### config.mk
export PLATFORM = sky130hd
export DESIGN_NAME = serdes_tx_framer
export DESIGN_NICKNAME = d
export VERILOG_FILES = /design/src/rtl/serdes_tx_framer.sv
export SDC_FILE = /design/constraint.sdc
export NUM_CORES = 1
export LEC_CHECK = 0
export CAP_MARGIN = 20
export CORE_MARGIN = 2
export CORE_UTILIZATION = 57
export CTS_CLUSTER_DIAMETER = 60
export CTS_CLUSTER_SIZE = 28
export DETAILED_ROUTE_END_ITERATION = 10
export GPL_TIMING_DRIVEN = 0
export PLACE_DENSITY = 0.81
export SYNTH_ARGS = -nofsm -noshare
export SYNTH_HDL_FRONTEND = slang
export SYNTH_SLANG_ARGS = --single-unit
### constraint.sdc
create_clock -name clk -period 6.4 [get_ports clk]
set_input_delay 0.64 -clock clk [delete_from_list [all_inputs] [get_ports clk]]
set_output_delay 0.64 -clock clk [all_outputs]
set_load 0.05 [all_outputs]
### src/rtl/serdes_tx_framer.sv
`default_nettype none
// ============================================================================
// Module      : serdes_tx_framer
// Description : Transmit framer in front of a word serializer. After PLL lock
//               it sends a burst of TRAIN_WORDS training words, then streams
//               payload words from a 2-entry FIFO, filling gaps with
//               IDLE_PATTERN. Loss of lock returns to WAIT_LOCK and flushes
//               the FIFO; train_req in DATA re-runs the training burst.
// Ports       : clk        - word clock (shared with serializer)
//               reset      - synchronous, active-high
//               pll_lock   - PLL lock status (level)
//               train_req  - single-cycle retrain request (honoured in DATA)
//               in_data    - payload word
//               in_valid   - payload word valid
//               in_ready   - payload word accepted this cycle
//               word_out   - registered word to serializer D
//               load_word  - registered serializer LOAD_WORD strobe
//               training   - high while in TRAIN
//               link_up    - high while in DATA
// Revision    : 1.0 - initial release
// ============================================================================
module serdes_tx_framer #(
    parameter int               WIDTH         = 4,
    parameter logic [WIDTH-1:0] TRAIN_PATTERN = WIDTH'(4'b0101),
    parameter logic [WIDTH-1:0] IDLE_PATTERN  = WIDTH'(4'b0011),
    parameter int               TRAIN_WORDS   = 16
) (
    input  logic             clk,
    input  logic             reset,
    input  logic             pll_lock,
    input  logic             train_req,
    input  logic [WIDTH-1:0] in_data,
    input  logic             in_valid,
    output logic             in_ready,
    output logic [WIDTH-1:0] word_out,
    output logic             load_word,
    output logic             training,
    output logic             link_up
);

    localparam logic [7:0] c_last_train = 8'(TRAIN_WORDS - 1);

    typedef enum logic [1:0] {
        S_WAIT_LOCK = 2'd0,
        S_TRAIN     = 2'd1,
        S_DATA      = 2'd2
    } state_t;

    state_t           r_state;
    state_t           w_state_next;
    logic [7:0]       r_cnt;
    logic [7:0]       w_cnt_next;
    logic [WIDTH-1:0] r_word_out;
    logic [WIDTH-1:0] w_word_next;
    logic             r_load;
    logic             w_load_next;

    // Payload FIFO (2 entries)
    logic [WIDTH-1:0] r_mem [0:1];
    logic             r_rd_ptr;
    logic             r_wr_ptr;
    logic [1:0]       r_count;

    logic w_in_ready;
    logic w_push;
    logic w_emit;
    logic w_pop;
    logic w_bypass;
    logic w_flush;
    logic w_store;

    // Ready depends only on registered state and occupancy, never on in_valid.
    assign w_in_ready = (r_state != S_WAIT_LOCK) && (r_count < 2'd2);
    assign w_push     = in_valid & w_in_ready;

    always_comb begin
        w_state_next = r_state;
        w_cnt_next   = r_cnt;
        w_word_next  = '0;
        w_load_next  = 1'b0;
        w_emit       = 1'b0;
        w_flush      = 1'b0;
        w_pop        = 1'b0;
        w_bypass     = 1'b0;

        // Lock loss wins over everything, including train_req.
        if (!pll_lock) begin
            w_state_next = S_WAIT_LOCK;
            w_cnt_next   = '0;
            w_flush      = 1'b1;
        end else begin
            case (r_state)
                S_WAIT_LOCK: begin
                    w_state_next = S_TRAIN;
                    w_cnt_next   = '0;
                    w_word_next  = TRAIN_PATTERN;
                    w_load_next  = 1'b1;
                end
                S_TRAIN: begin
                    // r_cnt = training words already sent before this cycle's word
                    if (r_cnt == c_last_train) begin
                        w_state_next = S_DATA;
                        w_emit       = 1'b1;
                    end else begin
                        w_cnt_next  = r_cnt + 8'd1;
                        w_word_next = TRAIN_PATTERN;
                        w_load_next = 1'b1;
                    end
                end
                S_DATA: begin
                    if (train_req) begin
                        w_state_next = S_TRAIN;
                        w_cnt_next   = '0;
                        w_word_next  = TRAIN_PATTERN;
                        w_load_next  = 1'b1;
                    end else begin
                        w_emit = 1'b1;
                    end
                end
                default: begin
                    w_state_next = S_WAIT_LOCK;
                    w_cnt_next   = '0;
                end
            endcase
        end

        // Next cycle is a DATA cycle: send FIFO head, or pass an incoming word
        // straight through when the FIFO is empty, otherwise idle.
        if (w_emit) begin
            w_load_next = 1'b1;
            if (r_count != 2'd0) begin
                w_word_next = r_mem[r_rd_ptr];
                w_pop       = 1'b1;
            end else if (w_push) begin
                w_word_next = in_data;
                w_bypass    = 1'b1;
            end else begin
                w_word_next = IDLE_PATTERN;
            end
        end
    end

    assign w_store = w_push & ~w_flush & ~w_bypass;

    always_ff @(posedge clk) begin
        if (reset) begin
            r_state    <= S_WAIT_LOCK;
            r_cnt      <= '0;
            r_word_out <= '0;
            r_load     <= 1'b0;
        end else begin
            r_state    <= w_state_next;
            r_cnt      <= w_cnt_next;
            r_word_out <= w_word_next;
            r_load     <= w_load_next;
        end
    end

    always_ff @(posedge clk) begin
        if (reset || (w_flush && !reset)) begin
            r_rd_ptr <= 1'b0;
            r_wr_ptr <= 1'b0;
            r_count  <= 2'd0;
        end else begin
            if (w_store) begin
                r_mem[r_wr_ptr] <= in_data;
                r_wr_ptr        <= ~r_wr_ptr;
            end
            if (w_pop) begin
                r_rd_ptr <= ~r_rd_ptr;
            end
            case ({w_store, w_pop})
                2'b10:   r_count <= r_count + 2'd1;
                2'b01:   r_count <= r_count - 2'd1;
                default: r_count <= r_count;
            endcase
        end
    end

    assign in_ready  = w_in_ready;
    assign word_out  = r_word_out;
    assign load_word = r_load;
    assign training  = (r_state == S_TRAIN);
    assign link_up   = (r_state == S_DATA);

endmodule
`default_nettype wire

==> metrics <==
Die X ~50 um; Num CTS Buffers 3; Final Power 0.289 mW; n_diodes 0; Slew @ Worst Pin around 630 ps; Post-synth EDFFs 8; Slew HR 0.578; Starting Density 0.589; Placeable Area 0.00217 mm2; Ports 17; # DRC 0; uppermost routed layer met4; vias in the first global route 995; Mapped Cells roughly 130; CTS sink count 28; CTS tree built; DR vias 1,004; chip height 51.3 um; share of layout cells above drive strength 1 0.0621; Tcrit/Tclk final 0.419; post-DP HPWL 1990 um; synthesis-to-layout area growth 17.3%; Final setup viols 0; RSZ-0062 raised after global routing false; Min Hold Slack 481 ps; global-route usage over all layers 0.230; vias per cell 5.80; Post-CTS Repair Setup Buffers 0; Buffers on Ports 16; Nets 161; Worst Setup End Kind primary output; finished layout cell area roughly 0.0015 mm2; drt pass-1 iters 4; post-synthesis xor/xnor area fraction 0.0411; worst vdd ir 135 uV; clk_lat worst skew 320 ps; Fill cells 176; status finished, final reports clean; mux cell area share after synthesis 0.0411; met2 wire length 1290 um; HP Class flop to flop; Fin. Hold Viols 0; R2R Path End r_count[1]$_SDFFE_PP0P_; hold depth 2; max frequency 373 MHz; syn_nets 140; largest family of logic cells by synthesized area simple AND/OR/NAND/NOR gates; Hold Crit Endpoint r_wr_ptr$_SDFFE_PP0P_; Crit path required time 5760 ps; placed cells 169; placed cell area about 0.0015 mm2; Worst R2R Setup Slack 3960 ps; setup TNS 0 ps; leakage power 0.491 nW; sequential share of the synthesized area 0.501; FFs w/ async S/R, synth 0; largest net degree at the start of global routing 16; r2r startpoint r_state[0]$_SDFFE_PP0P_; Syn. warnings 0; hold_sp r_wr_ptr$_SDFFE_PP0P_; Worst Slack Setup Final 3720 ps; count of hold-fix buffers inserted at cts 0; grt ovf 0; Main synth FF type dfxtp_1; antenna violations before repair 0; CP max FO 6; Post-CTS Resized 0; Clock Tree Buf Depth 2; DR WL met3 72 um; first-pass GRT wire length roughly 4500 um; R2R depth 9; wl on met1 1200 um; wire per inst between 10 and 15 um; pwr dens between 150 and 200 mW/mm2; H-tree Lvls 1; Setup crit start kind flop; setup slack after placement 3590 ps; min Tclk post-route 2680 ps; Compound-Gate Fraction of Synth Area 0.150; FF+latch count, synth 28; skew final 8.31 ps; adder-cell share of the synthesized area 0.0588; Non-Filler Instances about 170; worst endpoint data arrival time approximately 2000 ps; clk slew on worst S/H paths 140 ps; Cell variety after synth 38; Synth Area in Simple Gates 0.196; die area 0.00264 mm2; Root Buffer clkbuf_4; mapped cell area 0.00128 mm2; Placer Congestion 0.795; Cell Rows 17; fin util 0.691; Post-Route WL 2580 um; Final Slew Violations 0; Crit Path Class flop to primary output; Routed Antenna Nets 0; DRT iter0 DRCs 21; Max Cap Viol 0; syn avg cell area 10.2 um2
## worst max-delay path, cell delays in order (launching register included)
cell and delay (ps):
dfxtp_1 410, inv_1 80, ha_1 280, nor2_1 130
clkdlybuf4s50_1 810
## area by class of cell
cell class	instances	area [um2]	share of cell area
clock buffer	4	26.3	0.0175
inverter	3	11.3	0.00751
sequential	28	641	0.427
multi-input combinational	93	622	0.415
tap	28	35.0	0.0234
buffer	1	3.75	0.00250
timing repair buffer	16	160	0.107
## Yosys cell counts (all sizes together) (4+ instances only)
library cell  count  area, um2
a21oi             8       40.0
dfxtp            20        400
edfxtp            8        240
ha                6       75.1
nand2             6       22.5
nand2b            4       25.0
nand3             5       25.0
nor2             15       56.3
o21ai             9       48.8
or3               4       25.0
xnor2             4       35.0
## report_power, final
| group | total (mW) | internal [mW] | leakage (nW) | switching, mW |
|---|---|---|---|---|
| Clock | 0.0725 | 0.0244 | 0.0150 | 0.0481 |
| Combinational | 0.0306 | 0.0125 | 0.242 | 0.0181 |
| Sequential | 0.186 | 0.184 | 0.234 | 0.00132 |
## logic make-up after synthesis
logic type,Yosys count
AO/OA/AOI/OAI,30
multiplexers,5
adder cells (fa/ha/maj),6
buffers and inverters,4
AND/OR/NAND/NOR,46
flip-flops,28
XOR/XNOR,6
## placed cells by master (no fill, tap or decap), types with 3 or more instances in the layout
| cell | instances |
|---|---|
| nor2_1 | 15 |
| edfxtp_1 | 8 |
| dfxtp_1 | 20 |
| xnor2_1 | 4 |
| nand2b_1 | 4 |
| mux2i_1 | 3 |
| nand2_1 | 6 |
| a21oi_1 | 8 |
| nand3_1 | 5 |
| ha_1 | 6 |
| inv_1 | 3 |
| or3_1 | 4 |
| clkdlybuf4s50_1 | 16 |
| o21ai_0 | 7 |
| clkbuf_4 | 3 |
## metal layers
metal	vias to the layer above	GRT usage
met5	-	0
met4	0	0.0921
met3	2	0.0263
met2	18	0.387
met1	479	0.300
li1	505	-
## flip-flops by register name (all words and copies together) (netlist names), named ones only
| register | flops |
|---|---|
| r_cnt | 8 |
| r_mem | 8 |
| word_out | 4 |
| r_count | 2 |
| r_state | 2 |
| load_word | 1 |
| r_rd_ptr | 1 |
| r_wr_ptr | 1 |
## worst max-delay path by stage
stage,from,end
after global placement,train_req,r_mem[1][1]$_DFFE_PP_
after detailed placement,train_req,r_count[1]$_SDFFE_PP0P_
after CTS,r_state[0]$_SDFFE_PP0P_,in_ready
final,r_state[0]$_SDFFE_PP0P_,in_ready
after global routing,r_state[0]$_SDFFE_PP0P_,in_ready
after floorplan,r_state[0]$_SDFFE_PP0P_,r_count[1]$_SDFFE_PP0P_
Power figures use the tool's default switching activity.
